File: src/rtl/ram_block_arbiter_pkg.sv
// rtl/ram_block_arbiter_pkg.sv - shared state encoding and requester indices for the RAM block arbiter
package ram_block_arbiter_pkg;

  typedef enum logic [2:0] {
    ST_IDLE  = 3'd0,
    ST_CMD   = 3'd1,
    ST_OWN   = 3'd2,
    ST_ABORT = 3'd3,
    ST_GAP   = 3'd4
  } arb_state_e;

  localparam logic REQ_IMG = 1'b0;
  localparam logic REQ_SD  = 1'b1;

  // Single requester wins outright; on a tie the one that did not win last time goes.
  function automatic logic rr_pick(input logic v0, input logic v1, input logic rr_last);
    if (v0 && v1) return !rr_last;
    return v1 ? REQ_SD : REQ_IMG;
  endfunction

endpackage

File: src/rtl/ram_block_arbiter_if.sv
// rtl/ram_block_arbiter_if.sv - requester and RAM controller signals seen by the block arbiter
interface ram_block_arbiter_if #(
  parameter int BLOCK_W = 8
);
  logic               req0_valid;
  logic [BLOCK_W-1:0] req0_block;
  logic               req0_write;
  logic               req0_abort;
  logic               req0_grant;
  logic               req0_done;

  logic               req1_valid;
  logic [BLOCK_W-1:0] req1_block;
  logic               req1_write;
  logic               req1_abort;
  logic               req1_grant;
  logic               req1_done;

  logic               act;

  logic               ctrl_cmd_valid;
  logic               ctrl_cmd_ready;
  logic [BLOCK_W-1:0] ctrl_cmd_block;
  logic               ctrl_cmd_write;
  logic               ctrl_abort;
  logic               ctrl_done;

  logic               owner;
  logic               timeout_err;

  modport slave (
    input  req0_valid, req0_block, req0_write, req0_abort,
    input  req1_valid, req1_block, req1_write, req1_abort,
    input  act, ctrl_cmd_ready, ctrl_done,
    output req0_grant, req0_done, req1_grant, req1_done,
    output ctrl_cmd_valid, ctrl_cmd_block, ctrl_cmd_write, ctrl_abort,
    output owner, timeout_err
  );

  modport master (
    output req0_valid, req0_block, req0_write, req0_abort,
    output req1_valid, req1_block, req1_write, req1_abort,
    output act, ctrl_cmd_ready, ctrl_done,
    input  req0_grant, req0_done, req1_grant, req1_done,
    input  ctrl_cmd_valid, ctrl_cmd_block, ctrl_cmd_write, ctrl_abort,
    input  owner, timeout_err
  );
endinterface

File: src/rtl/ram_block_arbiter_watchdog.sv
// rtl/ram_block_arbiter_watchdog.sv - data-activity watchdog; flags a stalled owner at LIMIT-1 idle cycles
module ram_arb_watchdog #(
  parameter int          WDOG_W     = 16,
  parameter int unsigned WDOG_LIMIT = 50000
) (
  input  logic clk,
  input  logic rst,
  input  logic en_i,
  input  logic act_i,
  output logic expire_o
);

  localparam logic [WDOG_W-1:0] LIMIT_M1 = WDOG_W'(WDOG_LIMIT - 1);

  logic [WDOG_W-1:0] cnt_q;
  logic [WDOG_W-1:0] cnt_d;

  // Counter only runs while a block is owned; any other state parks it at zero.
  always_comb begin
    cnt_d = cnt_q + 1'b1;
    if (!en_i || act_i) cnt_d = '0;
  end

  always_ff @(posedge clk or posedge rst) begin
    if (rst) cnt_q <= '0;
    else     cnt_q <= cnt_d;
  end

  assign expire_o = en_i && (cnt_q == LIMIT_M1);

endmodule

File: src/rtl/ram_block_arbiter.sv
// rtl/ram_block_arbiter.sv - round-robin whole-block owner of the shared SDRAM block controller
module ram_block_arbiter
  import ram_block_arbiter_pkg::*;
#(
  parameter int          BLOCK_W    = 8,
  parameter int          WDOG_W     = 16,
  parameter int unsigned WDOG_LIMIT = 50000
) (
  input  logic                clk,
  input  logic                rst,
  ram_block_arbiter_if.slave  bus
);

  arb_state_e         state_q;
  logic               rr_last_q;
  logic               owner_q;
  logic               grant0_q, grant1_q;
  logic               done0_q, done1_q;
  logic               cmd_valid_q;
  logic               cmd_write_q;
  logic [BLOCK_W-1:0] cmd_block_q;
  logic               ctrl_abort_q;
  logic               timeout_q;

  logic any_valid;
  logic pick;
  logic owner_abort;
  logic wdog_expire;

  assign any_valid   = bus.req0_valid || bus.req1_valid;
  assign pick        = rr_pick(bus.req0_valid, bus.req1_valid, rr_last_q);
  assign owner_abort = (owner_q == REQ_SD) ? bus.req1_abort : bus.req0_abort;

  ram_arb_watchdog #(
    .WDOG_W     (WDOG_W),
    .WDOG_LIMIT (WDOG_LIMIT)
  ) u_wdog (
    .clk      (clk),
    .rst      (rst),
    .en_i     (state_q == ST_OWN),
    .act_i    (bus.act),
    .expire_o (wdog_expire)
  );

  always_ff @(posedge clk or posedge rst) begin
    if (rst) begin
      state_q      <= ST_IDLE;
      rr_last_q    <= REQ_SD;
      owner_q      <= REQ_IMG;
      grant0_q     <= 1'b0;
      grant1_q     <= 1'b0;
      done0_q      <= 1'b0;
      done1_q      <= 1'b0;
      cmd_valid_q  <= 1'b0;
      cmd_write_q  <= 1'b0;
      cmd_block_q  <= '0;
      ctrl_abort_q <= 1'b0;
      timeout_q    <= 1'b0;
    end else begin
      done0_q      <= 1'b0;
      done1_q      <= 1'b0;
      ctrl_abort_q <= 1'b0;
      case (state_q)
        ST_IDLE: begin
          if (any_valid) begin
            cmd_block_q <= pick ? bus.req1_block : bus.req0_block;
            cmd_write_q <= pick ? bus.req1_write : bus.req0_write;
            owner_q     <= pick;
            rr_last_q   <= pick;
            grant0_q    <= (pick == REQ_IMG);
            grant1_q    <= (pick == REQ_SD);
            cmd_valid_q <= 1'b1;
            state_q     <= ST_CMD;
          end
        end
        ST_CMD: begin
          if (bus.ctrl_cmd_ready) begin
            cmd_valid_q <= 1'b0;
            // Command already accepted, so an abort now must go through the controller.
            if (owner_abort) begin
              ctrl_abort_q <= 1'b1;
              state_q      <= ST_ABORT;
            end else begin
              state_q <= ST_OWN;
            end
          end else if (owner_abort) begin
            cmd_valid_q <= 1'b0;
            grant0_q    <= 1'b0;
            grant1_q    <= 1'b0;
            done0_q     <= (owner_q == REQ_IMG);
            done1_q     <= (owner_q == REQ_SD);
            state_q     <= ST_GAP;
          end
        end
        ST_OWN: begin
          if (bus.ctrl_done) begin
            grant0_q <= 1'b0;
            grant1_q <= 1'b0;
            done0_q  <= (owner_q == REQ_IMG);
            done1_q  <= (owner_q == REQ_SD);
            state_q  <= ST_GAP;
          end else if (owner_abort || wdog_expire) begin
            ctrl_abort_q <= 1'b1;
            if (wdog_expire) timeout_q <= 1'b1;
            state_q <= ST_ABORT;
          end
        end
        ST_ABORT: begin
          if (bus.ctrl_done) begin
            grant0_q <= 1'b0;
            grant1_q <= 1'b0;
            done0_q  <= (owner_q == REQ_IMG);
            done1_q  <= (owner_q == REQ_SD);
            state_q  <= ST_GAP;
          end
        end
        ST_GAP: begin
          state_q <= ST_IDLE;
        end
        default: begin
          state_q <= ST_IDLE;
        end
      endcase
    end
  end

  assign bus.req0_grant     = grant0_q;
  assign bus.req1_grant     = grant1_q;
  assign bus.req0_done      = done0_q;
  assign bus.req1_done      = done1_q;
  assign bus.ctrl_cmd_valid = cmd_valid_q;
  assign bus.ctrl_cmd_block = cmd_block_q;
  assign bus.ctrl_cmd_write = cmd_write_q;
  assign bus.ctrl_abort     = ctrl_abort_q;
  assign bus.owner          = owner_q;
  assign bus.timeout_err    = timeout_q;

endmodule

File: src/flat_wrapper.sv
// flat-port wrapper written by rule: the top's interface ports become plain ports
module ram_block_arbiter_flat import ram_block_arbiter_pkg::*;
#(
  parameter int          BLOCK_W    = 8,
  parameter int          WDOG_W     = 16,
  parameter int unsigned WDOG_LIMIT = 50000
)
  (clk, rst, bus_req0_valid, bus_req0_block, bus_req0_write, bus_req0_abort, bus_req1_valid, bus_req1_block, bus_req1_write, bus_req1_abort, bus_act, bus_ctrl_cmd_ready, bus_ctrl_done, bus_req0_grant, bus_req0_done, bus_req1_grant, bus_req1_done, bus_ctrl_cmd_valid, bus_ctrl_cmd_block, bus_ctrl_cmd_write, bus_ctrl_abort, bus_owner, bus_timeout_err);
  ram_block_arbiter_if #(.BLOCK_W(BLOCK_W)) bus_i ();
  input  logic clk;
  input  logic rst;
  input wire logic [$bits(bus_i.req0_valid)-1:0] bus_req0_valid;
  input wire logic [$bits(bus_i.req0_block)-1:0] bus_req0_block;
  input wire logic [$bits(bus_i.req0_write)-1:0] bus_req0_write;
  input wire logic [$bits(bus_i.req0_abort)-1:0] bus_req0_abort;
  input wire logic [$bits(bus_i.req1_valid)-1:0] bus_req1_valid;
  input wire logic [$bits(bus_i.req1_block)-1:0] bus_req1_block;
  input wire logic [$bits(bus_i.req1_write)-1:0] bus_req1_write;
  input wire logic [$bits(bus_i.req1_abort)-1:0] bus_req1_abort;
  input wire logic [$bits(bus_i.act)-1:0] bus_act;
  input wire logic [$bits(bus_i.ctrl_cmd_ready)-1:0] bus_ctrl_cmd_ready;
  input wire logic [$bits(bus_i.ctrl_done)-1:0] bus_ctrl_done;
  output wire logic [$bits(bus_i.req0_grant)-1:0] bus_req0_grant;
  output wire logic [$bits(bus_i.req0_done)-1:0] bus_req0_done;
  output wire logic [$bits(bus_i.req1_grant)-1:0] bus_req1_grant;
  output wire logic [$bits(bus_i.req1_done)-1:0] bus_req1_done;
  output wire logic [$bits(bus_i.ctrl_cmd_valid)-1:0] bus_ctrl_cmd_valid;
  output wire logic [$bits(bus_i.ctrl_cmd_block)-1:0] bus_ctrl_cmd_block;
  output wire logic [$bits(bus_i.ctrl_cmd_write)-1:0] bus_ctrl_cmd_write;
  output wire logic [$bits(bus_i.ctrl_abort)-1:0] bus_ctrl_abort;
  output wire logic [$bits(bus_i.owner)-1:0] bus_owner;
  output wire logic [$bits(bus_i.timeout_err)-1:0] bus_timeout_err;
  assign bus_i.req0_valid = bus_req0_valid;
  assign bus_i.req0_block = bus_req0_block;
  assign bus_i.req0_write = bus_req0_write;
  assign bus_i.req0_abort = bus_req0_abort;
  assign bus_i.req1_valid = bus_req1_valid;
  assign bus_i.req1_block = bus_req1_block;
  assign bus_i.req1_write = bus_req1_write;
  assign bus_i.req1_abort = bus_req1_abort;
  assign bus_i.act = bus_act;
  assign bus_i.ctrl_cmd_ready = bus_ctrl_cmd_ready;
  assign bus_i.ctrl_done = bus_ctrl_done;
  assign bus_req0_grant = bus_i.req0_grant;
  assign bus_req0_done = bus_i.req0_done;
  assign bus_req1_grant = bus_i.req1_grant;
  assign bus_req1_done = bus_i.req1_done;
  assign bus_ctrl_cmd_valid = bus_i.ctrl_cmd_valid;
  assign bus_ctrl_cmd_block = bus_i.ctrl_cmd_block;
  assign bus_ctrl_cmd_write = bus_i.ctrl_cmd_write;
  assign bus_ctrl_abort = bus_i.ctrl_abort;
  assign bus_owner = bus_i.owner;
  assign bus_timeout_err = bus_i.timeout_err;
  ram_block_arbiter #(.BLOCK_W(BLOCK_W), .WDOG_W(WDOG_W), .WDOG_LIMIT(WDOG_LIMIT)) u_core (.clk(clk), .rst(rst), .bus(bus_i));
endmodule
File: config.mk
export PLATFORM = sky130hd
export DESIGN_NAME = ram_block_arbiter_flat
export DESIGN_NICKNAME = d
export VERILOG_FILES = /design/src/rtl/ram_block_arbiter_pkg.sv /design/src/rtl/ram_block_arbiter_if.sv /design/src/rtl/ram_block_arbiter_watchdog.sv /design/src/rtl/ram_block_arbiter.sv /design/src/flat_wrapper.sv
export SDC_FILE = /design/constraint.sdc
export NUM_CORES = 1
export LEC_CHECK = 0
export CAP_MARGIN = 20
export CELL_PAD_IN_SITES_DETAIL_PLACEMENT = 1
export CELL_PAD_IN_SITES_GLOBAL_PLACEMENT = 2
export CORE_AREA = 2 2 81 83
export CTS_CLUSTER_SIZE = 12
export DETAILED_ROUTE_END_ITERATION = 16
export DIE_AREA = 0 0 83 85
export PLACE_DENSITY = 0.83
export REMOVE_ABC_BUFFERS = 1
export SYNTH_ARGS = -nofsm -noshare
export SYNTH_HDL_FRONTEND = slang
export SYNTH_SLANG_ARGS = --single-unit
export TNS_END_PERCENT = 1
File: constraint.sdc
create_clock -name clk -period 2 [get_ports clk]
set_clock_uncertainty 0.1 [all_clocks]
set_input_delay 0.4 -clock clk [delete_from_list [all_inputs] [get_ports clk]]
set_output_delay 0.4 -clock clk [all_outputs]
set_load 0.01 [all_outputs]
; ---- Word-level counts from Yosys, hierarchy flattened
; Cells that the tools add are included.
; W data, S select, Z words.
[word_totals]
ff_bits = 37
input_bits = 27
output_inout_bits = 17
elab_cells = 83
[classes]
addsub = 1
eq_ne = 11
mux = 39
bitwise_logic = 3
n_reduce_logical = 16
[ops]
columns = operator, count
row1 = $mux W1, 24
row2 = $mux W3, 6
row3 = $add A16 B1 Y16 const B, 1
row4 = $eq A16 B16 Y1 const B, 1
row5 = $mux W16, 1
row6 = $pmux W3 S4, 1
row7 = $mux W8, 1
row8 = $pmux W1 S2, 4
row9 = $reduce_and A4 Y1, 2
row10 = $eq A3 B2 Y1 const B, 2
row11 = $ne A2 B1 Y1 const B, 3
row12 = $ne A3 B2 Y1 const B, 2
row13 = $pmux W1 S3, 2
row14 = $reduce_and A5 Y1, 1
row15 = $ne A2 B2 Y1 const B, 2
row16 = $eq A3 B1 Y1 const B, 1
row17 = $logic_not A3 Y1, 1
row18 = $logic_or A1 B1 Y1, 3
row19 = $not A1 Y1, 3
row20 = $reduce_and A3 Y1, 1
row21 = $reduce_bool A3 Y1, 1
row22 = $logic_and A1 B1 Y1, 2
row23 = $logic_not A1 Y1, 2
row24 = $reduce_and A2 Y1, 1
row25 = 2 further kinds, 2

; ---- Logic depth before layout (Yosys ltp)
; Gate-level depths: netlist of run 1.
[logic_depth]
word_depth = 6
ltp_mapped = 6
ltp_nobuf = 5

; ---- By module
; Synthesis of run 1 repeated with hierarchy kept, for this count alone.
[hier_totals]
hier_cells = 179
hier_area_um2 = 2018.2
[modules_own_cells]
columns = module, instances, cells_each, area_each_um2, seq_area_each_um2
row1 = ram_block_arbiter, 1, 88, 1166.1, 526.8
row2 = ram_arb_watchdog, 1, 91, 852.1, 400.4

; ---- Worst setup path after synthesis of run 1
; OpenSTA, ideal clock, no wires.
[synth_timing]
path_type = reg2reg
startpoint = register u_core.state_q[2]
endpoint = register u_core.grant0_q, in the netlist u_core.bus.req0_grant
setup_time_ps = 125
arrival_time_ps = 1415
required_ps = 1775
slack_ps = 360
stages_incl_launch_ff = 6
path_buffers = 1
cell_sequence = dfrtp_1 -> buf_2 -> nor4b_2 -> a31oi_1 -> nand4_1 -> mux2_2
[synth_between]
elab_chain_len = 4
elab_cells_between_ends = 12
classes_between = 7 x eq/ne / 1 x mux / 4 x reduce/logical
[synth_rtl]
columns = element, line
row1 = from (decl), ram_block_arbiter.sv:14  ; arb_state_e state_q;
row2 = from (signal assigned), ram_block_arbiter.sv:47  ; state_q <= ST_IDLE;
row3 = from (signal assigned), ram_block_arbiter.sv:73  ; state_q <= ST_CMD;
row4 = from (signal assigned), ram_block_arbiter.sv:82  ; state_q <= ST_ABORT;
row5 = $eq A3 B2 Y1, ram_block_arbiter.sv:63  ; case (state_q)
row6 = $reduce_or A2 Y1 (no source line), --
row7 = $ne A2 B1 Y1 (no source line) or $reduce_bool A3 Y1 (tied branches), --
row8 = $reduce_and A5 Y1 (no source line), --
row9 = to (signal assigned), ram_block_arbiter.sv:70  ; grant0_q <= (pick == REQ_IMG);
row10 = to (decl), ram_block_arbiter.sv:17  ; logic grant0_q, grant1_q;
; Parallel ways exist; a longest one is shown, timed or not.
; A chain may end at the register's enable or synchronous reset.

; ---- Worst setup path after layout of run 1
[layout_timing]
startpoint = register u_core.u_wdog.cnt_q[0]
endpoint = register u_core.state_q[0]
[layout_between]
elab_chain_len = 5
[layout_rtl]
columns = element, line
row1 = from (decl), ram_block_arbiter_watchdog.sv:15  ; logic [WDOG_W-1:0] cnt_q;
row2 = from (signal assigned), ram_block_arbiter_watchdog.sv:26  ; else cnt_q <= cnt_d;
row3 = $eq A16 B16 Y1, ram_block_arbiter_watchdog.sv:29  ; assign expire_o = en_i && (cnt_q == LIMIT_M1);
row4 = $logic_and A1 B1 Y1, ram_block_arbiter_watchdog.sv:29
row5 = $logic_or A1 B1 Y1, ram_block_arbiter.sv:102  ; end else if (owner_abort || wdog_expire) begin
row6 = $ne A3 B2 Y1 (no source line), --
row7 = $reduce_and A4 Y1 (no source line), --
row8 = to (signal assigned), ram_block_arbiter.sv:101  ; state_q <= ST_GAP;
row9 = to (signal assigned), ram_block_arbiter.sv:105  ; state_q <= ST_ABORT;
row10 = to (signal assigned), ram_block_arbiter.sv:114  ; state_q <= ST_GAP;
; No other way between the ends.

==> qor.yml, run 1 <==
area_growth_pct: 39.4
clock_latency_ns: 0.30
portBuffers: 43
rsz0062_at_grt: "false"
outcome: "finished clean"
ys_seq_area_share_pct: 50.9
viasPerCell: 4.89
grt_max_degree: 38
synth_area_um2: 1820
vias: 1564
tightest_slew_ns: 0.428
relSlewSlack_pct: 71.2
first_pass_iters: 3
core_area_um2: 6200
cap_violations: 0
critPathBufInv: 0
layout_commonest_cell: "clkdlybuf4s50_1"
hold_slack_ns: 0.359
crit_family: "simple AND/OR/NAND/NOR gates"
fp.dieW_um: 83
yosysWarnings: 0
postSynthCellCount: 188
fmax_ghz: 0.565
fin_crit_ns: 1.77
power.density_nw_per_um2: 1160
cts_buffer_depth: 2
ant_nets: 0
ys_types: 39
cts_resized: 0
p_leak_nw: 1.02
arrival_ns: 1.88
worstSetupPathType: "reg -> reg"
timing.final.ws_setup_ns: 0.231
dieArea_um2: 7060
setup_viol: 0
synth-seq-cells: 37
hold_class: "in -> async"
drc: 0
finalPower_mw: 2.93
cts_tree: "built"
antenna_found_initial: 0
diodes: 0
slew_violations: 0
die-height_um: 85
cts_setup_buffers: 0
start_kind: "register"
max_stage_delay_ns: 0.40
critPathMaxFanout: 6
io_pins: 44
initial_core_util_pct: 29.4
numPlacedInstances: 312
drt_iter0_drc: 74
fin_cells: 320
grt_pass1_vias: 1593
cts_hold_buf: 0
r2r_cells: 5
drive_gt1_share_pct: 9.88
grt-ovfl-total: 0
rows: 29
groute.usage.overall_pct: 14.1
tns_ns: 0
path_cells: "ha_1 -> nand4_1 -> nand4b_1 -> and3_1 -> o211ai_1"
fin_crit_sh_pct: 88.4
nets: 270
root_buffer: "clkbuf_8"
cp.required_ns: 2.11
cts_buffers: 5
end_kind: "register"
ir_drop_v: 0.000698
routedWlPerCell_um: 14.7
syn_avg_cell_area_um2: 9.69
gp_congestion: 0.828
clk_pin_slew_ns: 0.08
cts_max_level: 2
place_ws_ns: 0.0148
path_depth: 5
dp_hpwl_mm: 3.50
grt_pass1_wl_mm: 7.98
wirelength_mm: 4.71
cts_num_sinks: 37
final_cell_mix: "clkdlybuf4s50_1 (43), dfrtp_1 (36), nor2_1 (32)"
hold_violations: 0
slowest_stage: "dfrtp_1"
==> Yosys cell counts (all sizes together) <==
library cell | n | area, um2
a211oi | 1 | 7.51
a21boi | 1 | 7.51
a21o | 1 | 7.51
a21oi | 14 | 70.1
a22o | 1 | 8.76
a311o | 1 | 10.0
a31o | 1 | 8.76
a31oi | 2 | 12.5
and2b | 1 | 7.51
and3 | 1 | 6.26
buf | 8 | 45.0
clkbuf | 1 | 3.75
dfrtp | 36 | 901
dfstp | 1 | 26.3
ha | 1 | 12.5
inv | 10 | 37.5
mux2 | 1 | 11.3
mux2i | 10 | 100
nand2 | 8 | 30.0
nand2b | 2 | 12.5
nand3 | 9 | 45.0
nand3b | 1 | 7.51
nand4 | 7 | 43.8
nand4b | 2 | 17.5
nor2 | 32 | 120
nor2b | 1 | 6.26
nor3 | 7 | 35.0
nor4 | 2 | 12.5
nor4b | 4 | 41.3
nor4bb | 2 | 20.0
o211ai | 1 | 7.51
o21ai | 4 | 20.0
o22ai | 1 | 6.26
or3 | 1 | 6.26
or4b | 1 | 10.0
xnor2 | 10 | 87.6
xor2 | 1 | 8.76
==> state kept, by name, indices dropped and copies added (netlist names) <==
signal	cells
u_core.bus.ctrl_cmd_valid	1
u_core.bus.ctrl_abort	1
u_core.bus.ctrl_cmd_block	8
u_core.u_wdog.cnt_q	16
u_core.bus.req1_done	1
u_core.bus.req0_grant	1
u_core.state_q	3
u_core.bus.req0_done	1
u_core.bus.ctrl_cmd_write	1
u_core.bus.owner	1
u_core.rr_last_q	1
u_core.bus.timeout_err	1
u_core.bus.req1_grant	1
==> power by group <==
part | internal, mW | switching, mW | total, mW | leakage (nW)
logic | 0.635 | 0.513 | 1.15 | 0.484
clock network | 0.407 | 0.284 | 0.690 | 0.0585
registers | 0.942 | 0.153 | 1.09 | 0.476
total | 1.98 | 0.950 | 2.93 | 1.02
==> worst paths after layout <==
check / startpoint / to / slack [ns]
worst max register to register: u_core.u_wdog.cnt_q[0]$_DFF_PP0_ / u_core.state_q[0]$_DFFE_PP0P_ / 0.23
min in group clk: u_core.bus.timeout_err$_DFFE_PP0P_ / u_core.bus.timeout_err$_DFFE_PP0P_ / 0.38
worst min-delay path: rst / u_core.bus.ctrl_cmd_block[4]$_DFFE_PP0P_ / 0.36
max in group asynchronous: rst / u_core.rr_last_q$_DFFE_PP1P_ / 1.19
worst min register to register: u_core.bus.timeout_err$_DFFE_PP0P_ / u_core.bus.timeout_err$_DFFE_PP0P_ / 0.38
worst max-delay path: u_core.u_wdog.cnt_q[0]$_DFF_PP0_ / u_core.state_q[0]$_DFFE_PP0P_ / 0.23
==> kinds of logic after synthesis <==
logic type / Yosys count / synth area share, %
compound gates: 28 / 9.14
fa+ha+maj: 1 / 0.687
xor+xnor: 11 / 5.29
flops: 37 / 50.9
mux: 11 / 6.11
simple gates: 81 / 23.1
buf+inv: 19 / 4.74
==> cell type report <==
| type | count | area (um2) |
|---|---|---|
| timing repair buffer | 56 | 553 |
| tap | 77 | 96.3 |
| sequential | 37 | 927 |
| clock inverter | 1 | 30.0 |
| multi-input combinational | 132 | 808 |
| inverter | 10 | 37.5 |
| clock buffer | 7 | 86.3 |
| fill | 709 | 3670 |
==> metrics by stage <==
stage,utilization (%),area [um2]
after floorplan,-,1770
after global placement,39.0,2420
after detailed placement,39.0,2420
after CTS,40.9,2540
after global routing,40.9,2540
final,40.9,2540
==> metal layers <==
metal	vias to the layer above	share of wire [%]	GRT usage, %
met5	-	0	0
met4	0	1.0	3.13
met3	4	2.8	4.09
met2	17	49	22.3
met1	780	47	19.2
li1	763	-	-
==> tightest hold or removal path, stage by stage <==
cell,delay [ns]
clkdlybuf4s50_1,0.40
inv_1,0.09
buf_12,0.23
No activity file was read; power rests on OpenSTA's default activity.
==> inputs of run 2 (changes only) <==
--- a/config.mk
+++ b/config.mk
@@ -12,7 +12,7 @@
 export CTS_CLUSTER_SIZE = 12
 export DETAILED_ROUTE_END_ITERATION = 16
 export DIE_AREA = 0 0 83 85
-export PLACE_DENSITY = 0.83
+export PLACE_DENSITY_LB_ADDON = 0.2
 export REMOVE_ABC_BUFFERS = 1
 export SYNTH_ARGS = -nofsm -noshare
 export SYNTH_HDL_FRONTEND = slang
==> run 2 against run 1 <==
  * Via count shrank 0.64%
  * Sequential share of layout area shrank 0.054 points
  * Final area is 0.15% higher
  * Sequential power barely moved
  * Critical endpoint is now bus_owner
  * Largest cell class unchanged
  * Highest routed layer unchanged
==> qor.yml, run 2 (synthesized netlist as in run 1, its figures left out) <==
grt-ovfl-total: 0  # unchanged
placed_cell_area_um2: 2420  # unchanged
cts_buffer_depth: 2  # unchanged
wirelength_mm: 4.63  # -1.6%
slowest_stage: "clkdlybuf4s50_1"
cts_setup_buffers: 0  # unchanged
rows: 29  # unchanged
end_kind: "output pin"
drt_iter0_drc: 61  # -18%
cp.required_ns: 1.50  # -0.61 ns
relSlewSlack_pct: 67.4  # -3.9 points
cts_tree: "built"
seqPwrFrac_pct: 37.2  # about the same
cts_resized: 0  # unchanged
cap_violations: 0  # unchanged
cts_buffers: 5  # unchanged
ir_drop_v: 0.000627  # -10%
worstSetupPathType: "reg -> out"
portBuffers: 43  # unchanged
hold_class: "in -> async"
viasPerCell: 4.86  # -0.64%
clk_pin_slew_ns: 0.08  # about the same
max_stage_delay_ns: 0.56  # +0.16 ns
groute.usage.overall_pct: 14.3  # +0.27 points
crit_family: "buffers and inverters"
p_clk_share_pct: 23.4  # about the same
grt_pass1_wl_mm: 8.19  # +2.6%
cts_num_sinks: 37  # unchanged
gp_congestion: 0.717  # -13%
path_cells: "clkdlybuf4s50_1"
finalPower_mw: 2.94  # about the same
initial_core_util_pct: 29.4  # unchanged
vias: 1554  # -0.64%
critPathBufInv: 1  # +1
fmax_ghz: 0.556  # -1.6%
final_cell_mix: "clkdlybuf4s50_1 (43), dfrtp_1 (36), nor2_1 (32)"
cts_max_level: 2  # unchanged
slew_violations: 0  # unchanged
fin_crit_sh_pct: 89.9  # +1.4 points
antenna_found_initial: 0  # unchanged
critPathMaxFanout: 4  # -2
clock_latency_ns: 0.29  # about the same
p_leak_nw: 1.02  # -0.12%
grt_pass1_vias: 1645  # +3.3%
drc: 0  # unchanged
io_pins: 44  # unchanged
ant_nets: 0  # unchanged
root_buffer: "clkbuf_8"
power_switching_uw: 938  # -1.3%
p_sw_share_pct: 31.9  # -0.43 points
setup_viol: 0  # unchanged
hold_violations: 0  # unchanged
pwr-share-comb_pct: 39.5  # +0.4 points
fin_cells: 320  # unchanged
p_int_mw: 2.00  # +0.71%
die-height_um: 85  # unchanged
core_area_um2: 6200  # unchanged
grt_max_degree: 38  # unchanged
largest_reg_flops: 16  # unchanged
cts_hold_buf: 0  # unchanged
dieArea_um2: 7060  # unchanged
arrival_ns: 1.30  # -0.58 ns
largest_register: "u_core.u_wdog.cnt_q"
power.density_nw_per_um2: 1150  # about the same
tightest_slew_ns: 0.486  # +0.0575 ns
start_kind: "register"
diodes: 0  # unchanged
utilization_pct: 41.0  # +0.061 points
final_cell_area_um2: 2540  # +0.15%
area_growth_pct: 39.6
drive_gt1_share_pct: 10.3  # +0.41 points
nets: 270  # unchanged
routedWlPerCell_um: 14.5  # -1.6%
fp.dieW_um: 83  # unchanged
fin_crit_ns: 1.80  # +0.0290 ns
first_pass_iters: 4  # +1
numPlacedInstances: 312  # unchanged
layout_commonest_cell: "clkdlybuf4s50_1"
rsz0062_at_grt: "false"
outcome: "finished clean"
dp_hpwl_mm: 3.40  # -2.9%
## run 2: changes by cell type in the layout (fill, tap and decap cells not counted), sizes merged
cell / previous run / this run
clkinvlp: 0 / 1
clkbuf: 7 / 6
## run 2: worst register-to-register path: stages, from the launching register on
cell	delay, ns
dfrtp_1	0.41
ha_1	0.23
nand4_1	0.28
nand4b_1	0.30
and3_1	0.20
o211ai_1	0.17
## run 2: per-layer routing
layer  global-route usage, %  routed length (um)
met5                       0                   0
met4                    4.47                  55
met3                    3.70                 119
met2                    24.4                2350
met1                    17.9                2100
## run 2: power by group through the flow
stage	Clock (mW)	Sequential [mW]	Combinational (mW)
final	0.686	1.09	1.16
after global routing	0.751	1.13	1.28
after CTS	0.709	1.10	1.18
after detailed placement	0	1.11	1.18
after global placement	0	1.11	1.17
after floorplan	0	1.14	0.465
## run 2: worst paths after layout
check,from,end,slack [ns],depth (start not counted)
max,u_core.bus.owner$_DFFE_PP0P_,bus_owner,0.20,1
min,rst,u_core.bus.ctrl_cmd_block[3]$_DFFE_PP0P_,0.37,3
max reg2reg,u_core.u_wdog.cnt_q[0]$_DFF_PP0_,u_core.state_q[0]$_DFFE_PP0P_,0.23,5
min reg2reg,u_core.bus.timeout_err$_DFFE_PP0P_,u_core.bus.timeout_err$_DFFE_PP0P_,0.37,1
max in group asynchronous,rst,u_core.rr_last_q$_DFFE_PP1P_,1.18,3
min in group clk,u_core.bus.timeout_err$_DFFE_PP0P_,u_core.bus.timeout_err$_DFFE_PP0P_,0.37,1
## run 2: cell type report
class | count | area (um2)
Multi-Input combinational cell | 132 | 808
Sequential cell | 37 | 927
Inverter | 10 | 37.5
Clock buffer | 6 | 82.6
Fill cell | 703 | 3660
Timing Repair Buffer | 56 | 553
Tap cell | 77 | 96.3
Clock inverter | 2 | 37.5
## run 2: metrics by stage
| stage | hold slack (ns) | TNS, ns | worst slack, ns |
|---|---|---|---|
| 2_1_floorplan | 0.355 | -1.64 | -0.178 |
| 3_3_place_gp | 0.350 | 0 | 0.104 |
| 3_5_place_dp | 0.351 | 0 | 0.0634 |
| 4_1_cts | 0.373 | 0 | 0.177 |
| 5_1_grt | 0.387 | 0 | 0.0499 |
| 6_report | 0.368 | 0 | 0.202 |
